File: src/rtl/ahb_arbiter.sv
// Round-robin AHB bus arbiter. Ownership changes only at transfer boundaries.
// Optional master locking is enabled with AHB_ARB_LOCK_EN.
module ahb_arbiter #(
  parameter int unsigned MASTERS = 4,
  parameter int unsigned OWNER_W = $clog2(MASTERS)
) (
  input  logic               clk,
  input  logic               rstn,
  input  logic [MASTERS-1:0] req,
  input  logic [1:0]         trans,
  input  logic [2:0]         burst,
  input  logic               ready,
`ifdef AHB_ARB_LOCK_EN
  input  logic [MASTERS-1:0] lock,
`endif
  output logic [MASTERS-1:0] grant,
  output logic [OWNER_W-1:0] addr_owner,
  output logic [OWNER_W-1:0] data_owner,
  output logic               data_valid
);

  localparam int M = int'(MASTERS);

  localparam logic [1:0] TrIdle   = 2'b00;
  localparam logic [1:0] TrNonseq = 2'b10;
  localparam logic [1:0] TrSeq    = 2'b11;

  localparam logic [2:0] BrSingle = 3'b000;
  localparam logic [2:0] BrIncr   = 3'b001;
  localparam logic [2:0] BrWrap4  = 3'b010;
  localparam logic [2:0] BrIncr4  = 3'b011;
  localparam logic [2:0] BrWrap8  = 3'b100;
  localparam logic [2:0] BrIncr8  = 3'b101;
  localparam logic [2:0] BrWrap16 = 3'b110;
  localparam logic [2:0] BrIncr16 = 3'b111;

  typedef enum logic [1:0] {StArb, StBurst, StUndef} state_e;

  state_e               state_q, state_d;
  logic [3:0]           cnt_q, cnt_d;
  logic [OWNER_W-1:0]   owner_q, owner_d;
  logic [MASTERS-1:0]   grant_q, grant_d;
  logic [OWNER_W-1:0]   downer_q;
  logic                 dvalid_q;

  logic                 is_idle, is_nonseq, is_seq;
  logic                 owner_req;
  logic                 rearb;
  logic                 hold_lock;
  logic [3:0]           beat_load;
  state_e               start_state;
  logic [OWNER_W-1:0]   rr_pick;

  assign is_idle   = (trans == TrIdle);
  assign is_nonseq = (trans == TrNonseq);
  assign is_seq    = (trans == TrSeq);
  assign owner_req = req[owner_q];

`ifdef AHB_ARB_LOCK_EN
  assign hold_lock = lock[owner_q];
`else
  assign hold_lock = 1'b0;
`endif

  // Beat count and follow-on state implied by the HBURST of a NONSEQ.
  always_comb begin
    beat_load   = 4'd0;
    start_state = StArb;
    unique case (burst)
      BrSingle: begin
        beat_load   = 4'd0;
        start_state = StArb;
      end
      BrIncr: begin
        beat_load   = 4'd0;
        start_state = StUndef;
      end
      BrWrap4, BrIncr4: begin
        beat_load   = 4'd3;
        start_state = StBurst;
      end
      BrWrap8, BrIncr8: begin
        beat_load   = 4'd7;
        start_state = StBurst;
      end
      BrWrap16, BrIncr16: begin
        beat_load   = 4'd15;
        start_state = StBurst;
      end
      default: begin
        beat_load   = 4'd0;
        start_state = StArb;
      end
    endcase
  end

  always_comb begin
    state_d = state_q;
    cnt_d   = cnt_q;
    rearb   = 1'b0;
    if (ready) begin
      if (is_nonseq) begin
        cnt_d = beat_load;
      end else if (is_seq && (cnt_q != 4'd0)) begin
        cnt_d = cnt_q - 4'd1;
      end
      unique case (state_q)
        StArb: begin
          if (is_idle) begin
            rearb = 1'b1;
          end else if (is_nonseq) begin
            state_d = start_state;
            rearb   = (burst == BrSingle);
          end
        end
        StBurst: begin
          if (is_seq && (cnt_q == 4'd1)) begin
            state_d = StArb;
            rearb   = 1'b1;
          end else if (is_nonseq) begin
            state_d = start_state;
          end
        end
        StUndef: begin
          // Undefined-length burst ends on IDLE, or on a NONSEQ once the owner stops asking.
          if (is_idle || (is_nonseq && !owner_req)) begin
            state_d = StArb;
            rearb   = 1'b1;
          end else if (is_nonseq) begin
            state_d = start_state;
          end
        end
        default: state_d = StArb;
      endcase
    end
  end

  // Walk from the farthest candidate to the nearest so the nearest requester wins;
  // the current owner is only kept when nobody else asks.
  always_comb begin
    int idx;
    logic [OWNER_W-1:0] sel;
    idx     = 0;
    sel     = '0;
    rr_pick = owner_q;
    for (int i = M - 1; i >= 1; i--) begin
      idx = int'(owner_q) + i;
      if (idx >= M) idx = idx - M;
      sel = OWNER_W'(idx);
      if (req[sel]) rr_pick = sel;
    end
  end

  always_comb begin
    owner_d          = (rearb && !hold_lock) ? rr_pick : owner_q;
    grant_d          = '0;
    grant_d[owner_d] = 1'b1;
  end

  always_ff @(posedge clk or negedge rstn) begin
    if (!rstn) begin
      state_q  <= StArb;
      cnt_q    <= 4'd0;
      owner_q  <= '0;
      grant_q  <= MASTERS'(1);
      downer_q <= '0;
      dvalid_q <= 1'b0;
    end else begin
      state_q <= state_d;
      cnt_q   <= cnt_d;
      owner_q <= owner_d;
      grant_q <= grant_d;
      if (ready) begin
        downer_q <= owner_q;
        dvalid_q <= trans[1];
      end
    end
  end

  assign grant      = grant_q;
  assign addr_owner = owner_q;
  assign data_owner = downer_q;
  assign data_valid = dvalid_q;

endmodule

File: config.mk
export PLATFORM = sky130hd
export DESIGN_NAME = ahb_arbiter
export DESIGN_NICKNAME = d
export VERILOG_FILES = /design/src/rtl/ahb_arbiter.sv
export SDC_FILE = /design/constraint.sdc
export NUM_CORES = 1
export LEC_CHECK = 0
export CAP_MARGIN = 0
export CORE_ASPECT_RATIO = 0.6
export CORE_MARGIN = 4
export CORE_UTILIZATION = 35
export CTS_BUF_LIST = sky130_fd_sc_hd__clkbuf_4 sky130_fd_sc_hd__clkbuf_8
export CTS_CLUSTER_SIZE = 28
export DETAILED_ROUTE_END_ITERATION = 10
export GPL_TIMING_DRIVEN = 1
export SLEW_MARGIN = 20
export SYNTH_ARGS = -nofsm -noshare
export SYNTH_HDL_FRONTEND = slang
export SYNTH_SLANG_ARGS = --single-unit
File: constraint.sdc
create_clock -name clk -period 2.2 [get_ports clk]
set_input_delay 0.44 -clock clk [delete_from_list [all_inputs] [get_ports clk]]
set_output_delay 0.44 -clock clk [all_outputs]
set_load 0.005 [all_outputs]
Yosys cells after proc, flatten, opt, wreduce, memory -nomap -nowiden

Memory sizes are Yosys's and may differ from the RTL's.
Index checks and enable logic that the tools add are counted.

Latch bits: 0
Register bits: 15
Memories: 1
Bits in read-only memories: 48
RAM bits: 0

Memories:

| memory          | depth | bits a word | read ports | clocked after memory_dff | write ports | RTL line | source |
|---|---|---|---|---|---|---|---|
| (no name shown) | 8     | 6           | 1          | 0                        | 0           | 69       | `unique case (burst)` |

$lt $le $gt $ge: 9
Div/mod/pow operators: 0
Shift operators: 0
$add $sub $neg: 7
Bitwise gates (word level): 0
Multiply operators: 0
Equal/unequal tests: 6
Reductions and logical operators: 13
Multiplexer cells: 30

Operators with widths:

| kind                | count |
|---|---|
| $mux 2              | 11 |
| $lt 2x3->1 const B  | 5 |
| $mux 1              | 10 |
| $ge 3x3->1 const B  | 3 |
| $bmux 1 s2          | 4 |
| $mux 4              | 2 |
| $add 2x2->3 const B | 2 |
| $eq 2x2->1 const B  | 3 |
| $pmux 2 s3          | 1 |
| $sub 2x1->2 const B | 3 |
| $eq 4x1->1 const B  | 1 |
| $logic_and 1x1->1   | 4 |
| $logic_not 2->1     | 2 |
| $reduce_and 2->1    | 2 |
| $reduce_bool 4->1   | 1 |
| $sub 4x1->4 const B | 1 |
| $add 2x1->3 const B | 1 |
| $logic_not 3->1     | 1 |
| $pmux 1 s3          | 1 |
| $demux 1 s2         | 1 |
| $eq 2x1->1 const B  | 1 |
| $ge 2x1->1 const B  | 1 |
| $ne 2x2->1 const B  | 1 |
| $reduce_bool 2->1   | 1 |
| 2 further kinds     | 2 |

Longest topological paths before layout

Depth in word-level cells: 13
Depth in mapped cells: 8

Least setup slack after synthesis

OpenSTA, ideal clock, no wires.

Path type: register -> register
From: register owner_q[0], in the netlist addr_owner[0]
To: register owner_q[1], in the netlist addr_owner[1]
Clock period less this slack: 1923 ps
Setup slack: 277 ps
Buffers on the path: 1
Required time: 2075 ps
Cell stages (with the launch flop): 7
Data arrival time: 1798 ps
Cell sequence: dfrtp_1 -> buf_6 -> and2_4 -> or4b_4 -> a21oi_2 -> or2_4 -> mux2_4

Word-level cells in the longest chain between the ends: 9

Ends and longest elaborated chain:

| item                                                             | RTL line | source |
|---|---|---|
| start, declared                                                  | 41       | `logic [OWNER_W-1:0] owner_q, owner_d;` |
| start signal, assigned                                           | 171      | `owner_q <= owner_d;` |
| $add 2x2->3 or $bmux 1 s2 (tied branches)                        | 147, 57  |  |
| $ge 3x3->1, or another cell as far along                         | 148      | `if (idx >= M) idx = idx - M;` |
| $mux 2 or $logic_not 1->1 (tied branches)                        | 148, 126 |  |
| $bmux 1 s2 or $logic_and 1x1->1 (tied branches)                  | 150, 126 |  |
| $mux 1 (implied by the code) or $logic_or 1x1->1 (tied branches) | 150, 126 |  |
| $mux 2 or $mux 1 (tied branches)                                 | 150, 126 |  |
| $mux 2 or $pmux 1 s3 (tied branches)                             | 150, 107 |  |
| $mux 2 or $mux 1 (tied branches)                                 | 150, 101 |  |
| $mux 2 (*)                                                       | 155      | `owner_d = (rearb && !hold_lock) ? rr_pick : owner_q;` |
| via owner_d[1]                                                   | 41       |  |

The timed path passes the listed nets; every way through them passes the cells marked *. The select of a mux whose other input is x is not followed.
A chain may end at the register's enable or synchronous reset.

Worst setup path after layout

From: input req[1]
To: register owner_q[1], in the netlist addr_owner[1]

Word-level cells in the longest chain between the ends: 9

Ends and longest elaborated chain:

| item                         | RTL line | source |
|---|---|---|
| start, declared              | 9        | `input logic [MASTERS-1:0] req,` |
| $bmux 1 s2                   | 57       | `assign owner_req = req[owner_q];` |
| $mux 1 (implied by the code) | 57       |  |
| $logic_not 1->1              | 126      | `if (is_idle \|\| (is_nonseq && !owner_req)) begin` |
| $logic_and 1x1->1            | 126      |  |
| $logic_or 1x1->1             | 126      |  |
| $mux 1                       | 126      |  |
| $pmux 1 s3                   | 107      | `unique case (state_q)` |
| $mux 1                       | 101      | `if (ready) begin` |
| $mux 2 (*)                   | 155      |  |
| via owner_d[1]               | 41       |  |

Marks and branches as above.

==> qor_table.md <==
| Item | Value |
| --- | --- |
| Outcome | finished clean |
| Yosys top cell by area | sky130_fd_sc_hd__dfrtp_1 |
| Switching power | 0.000555 W |
| Placement Rows | 15 |
| Leakage | 0.602 nW |
| Diodes inserted | 0 |
| Endpoint required time on the critical path | 2.34 ns |
| First-iteration detailed-routing DRC count | 66 |
| Pin count of the biggest net entering global routing | 16 |
| TritonCTS clock tree | built |
| Internal Pwr Total | 0.000924 W |
| Final worst-path cycle share | 0.914 |
| Type of the setup path with the least slack | input port to flop |
| Sequential fraction of design power | 0.320 |
| Library cell with the highest instance count after synthesis | sky130_fd_sc_hd__dfrtp_1 |
| Total count of hold-check failures in the final report | 0 |
| Number of levels the H-tree was split into | 1 |
| Worst min-delay path class | input port to asynchronous set/reset pin |
| Full die area | 3950 µm² |
| Fraction of power spent switching nets | 0.375 |
| Yosys cell types | 45 |
| Type of origin of the critical path | input port |
| CTS hold repair buffers | 0 |
| Share of cells above drive strength 1 | 0.218 |
| Post-synth top area share | 0.335 |
| Ys async rst share | 1.00 |
| Final net count | 162 |
| Endpoint arrival time on the critical path | 2.15 ns |
| Starting Density | 0.364 |
| Max-slew headroom | 0.743 |
| DRT Wirelength | 2720 µm |
| Via count of the first global-routing pass | 983 |
| Combinational group share of total power | 0.523 |
| Number of buffer cells added on primary ports | 20 |
| Number of failing setup endpoints in the final timing report | 0 |
| Post-synth net total | 128 |
| # DRC | 0 |
| Dominant combinational cell family by area after synthesis | compound AO/OA/AOI/OAI gates |
| Top Ports | 21 |
| Source-to-sink clock delay at the later pin of the worst-skew pair | 0.25 ns |
| Number of synthesized flops with an enable pin | 0 |
| Post-Route Hold Slack | 0.498 ns |
| Period minus WS final | 2.01 ns |
| FF-to-FF path depth | 5 |
| Clock transition at path regs | 0.07 ns |
| P&R area growth vs syn | 36.2% |
| Library cell used as clock root buffer | sky130_fd_sc_hd__clkbuf_8 |
| Initial antenna violation count | 0 |
| Worst slew pin tran | 0.381 ns |
| Post-synthesis compound-gate area fraction | 0.301 |
| Die W | 78.5 µm |
| Clk network pwr share | 0.157 |
| Buffer levels on the longest clock path | 2 |
| Xor and xnor fraction of the mapped netlist area | 0.00838 |
| Nature of the critical path endpoint | flop |
| Core Region | 2870 µm² |
| Yosys warns | 0 |
| Vias after detailed routing | 1000 |
| Weighted congestion reported at the end of routability-driven placement | 0.829 |
| Synth Area per Inst | 9.16 µm² |
| Core occupancy in the finished layout | 0.495 |
| Proportion of synthesized chip area in sequential cells | 0.360 |
| Peak supply drop | 0.000431 V |
| TritonCTS Buffers | 3 |
| Synthesized flop and latch total | 15 |
| Post-Synthesis Cells | 114 |
| Worst Clk Skew | 0.00286 ns |
| CTS sink cnt | 15 |
| Post-synth design cell area | 1040 µm² |
| Biggest area contributors in the synthesized netlist | sky130_fd_sc_hd__dfrtp_1 34%, sky130_fd_sc_hd__o211ai_1 5.0%, sky130_fd_sc_hd__nand2_1 4.3% |
| Antenna Nets Post-Route | 0 |
| Max-capacitance violation count | 0 |
| Most instantiated cells after synthesis | 14 x sky130_fd_sc_hd__dfrtp_1, 12 x sky130_fd_sc_hd__nand2_1, 8 x sky130_fd_sc_hd__nor2_1, 8 x sky130_fd_sc_hd__o21ai_0, 7 x sky130_fd_sc_hd__o211ai_1 |
| Number of max-slew violations in the final report | 0 |
| All-Layer GR Usage | 0.149 |
| Adder and majority cell fraction of the synthesized area | 0.0240 |
| Total power divided by cell area | 1040 nW/µm² |
| Overall overflow remaining after global route | 0 |
| Post-detailed-route wirelength per cell | 14.4 µm |
| Most used DFF post-synth | sky130_fd_sc_hd__dfrtp_1 |
| Vias per std cell | 5.29 |
| Global-route wire length before repair | 4660 µm |
| Unrepaired setup endpoints after global routing | no |
| Drt pass-1 iters | 4 |
| Proportion of synthesized area in mux cells | 0.0359 |
| Detailed placement HPWL | 2080 µm |
| Number of cells upsized or downsized after cts | 0 |
| Simple logic cell fraction of the synthesized area | 0.207 |
| Largest fanout of any net on the critical path | 2 |
| Die Y-Extent | 50.3 µm |
| Peak Freq | 497 MHz |
| Number of buffers inserted by post-CTS setup repair | 0 |
[cells by family (layout without fill, tap and decap cells)]
| family | count (synthesis) | count (layout) |
|---|---|---|
| flip-flops | 15 | 15 |
| XOR/XNOR | 1 | 1 |
| adder cells (fa/ha/maj) | 2 | 2 |
| buffers and inverters | 13 | 46 |
| AO/OA/AOI/OAI | 40 | 40 |
| AND/OR/NAND/NOR | 40 | 40 |
| multiplexers | 3 | 3 |
[cell usage in the layout, fill, tap and decap left out, types with 2 or more instances in the layout]
cell type,count
sky130_fd_sc_hd__dfrtp_1,14
sky130_fd_sc_hd__o2111ai_1,4
sky130_fd_sc_hd__nor3_1,2
sky130_fd_sc_hd__o211ai_1,7
sky130_fd_sc_hd__nand2b_1,5
sky130_fd_sc_hd__inv_1,6
sky130_fd_sc_hd__o211ai_2,2
sky130_fd_sc_hd__ha_1,2
sky130_fd_sc_hd__a21oi_1,2
sky130_fd_sc_hd__clkdlybuf4s50_1,20
sky130_fd_sc_hd__nand2_1,12
sky130_fd_sc_hd__nor2_1,8
sky130_fd_sc_hd__clkbuf_8,3
sky130_fd_sc_hd__mux2_2,2
sky130_fd_sc_hd__nor2b_1,2
sky130_fd_sc_hd__a22o_1,3
sky130_fd_sc_hd__o21ai_0,8
sky130_fd_sc_hd__a32o_1,2
sky130_fd_sc_hd__buf_4,16
[path summary, 6_finish.rpt]
check | startpoint | endpoint | slack (ns)
setup / recovery | req[1] | addr_owner[1]$_DFF_PN0_ | 0.19
hold / removal | rstn | state_q[1]$_DFFE_PN0P_ | 0.50
setup reg to reg | addr_owner[0]$_DFF_PN0_ | addr_owner[1]$_DFF_PN0_ | 0.26
hold reg to reg | data_owner[1]$_DFFE_PN0P_ | data_owner[1]$_DFFE_PN0P_ | 0.51
max in group asynchronous | rstn | grant[0]$_DFF_PN1_ | 1.45
min in group clk | data_owner[1]$_DFFE_PN0P_ | data_owner[1]$_DFFE_PN0P_ | 0.51
[per-layer routing]
| layer | vias to the layer above | track usage | part of all wire |
|---|---|---|---|
| met1 | 476 | 0.225 | 0.53 |
| li1 | 503 | - | - |
| met2 | 17 | 0.206 | 0.42 |
| met3 | 4 | 0.0448 | 0.043 |
| met4 | 0 | 0.0349 | 0.0088 |
| met5 | - | 0 | 0 |
[power by group through the flow]
stage          clock network [W]  registers [W]  logic [W]
4_1_cts                 0.000241       0.000474   0.000775
3_5_place_dp                   0       0.000475   0.000770
5_1_grt                 0.000251       0.000489   0.000859
6_report                0.000232       0.000473   0.000773
2_1_floorplan                  0       0.000465   0.000469
3_3_place_gp                   0       0.000473   0.000750
[state kept, by name, summed over array words and instances (netlist names)]
signal / flops
addr_owner: 2
cnt_q: 4
data_owner: 2
data_valid: 1
grant: 4
state_q: 2
[cell type report]
cell class,instances,area [µm²]
Clock buffer,3,41.3
Clock inverter,1,7.51
Fill cell,280,1450
Inverter,6,22.5
Multi-Input combinational cell,86,602
Sequential cell,15,377
Tap cell,42,52.6
Timing Repair Buffer,36,320
[per-stage QoR]
step | setup TNS [ns] | power, W | cells | worst slack, ns | area (µm²)
6_report | 0 | 0.00148 | 189 | 0.189 | 1420
5_1_grt | 0 | 0.00160 | 189 | 0.127 | 1420
4_1_cts | 0 | 0.00149 | 189 | 0.192 | 1420
3_5_place_dp | -0.148 | 0.00125 | 185 | -0.0666 | 1370
3_3_place_gp | -0.0154 | 0.00122 | 185 | -0.0154 | 1370
2_1_floorplan | 0 | 0.000934 | 114 | 0.277 | 1040
[worst max-delay path, cell delays in order]
cell and delay (ns):
sky130_fd_sc_hd__clkdlybuf4s50_1 0.43, sky130_fd_sc_hd__and2_4 0.15, sky130_fd_sc_hd__or4b_4 0.51, sky130_fd_sc_hd__a21oi_2 0.18, sky130_fd_sc_hd__or2_4 0.15, sky130_fd_sc_hd__mux2_4 0.29
(Power assumes the default switching activity.)
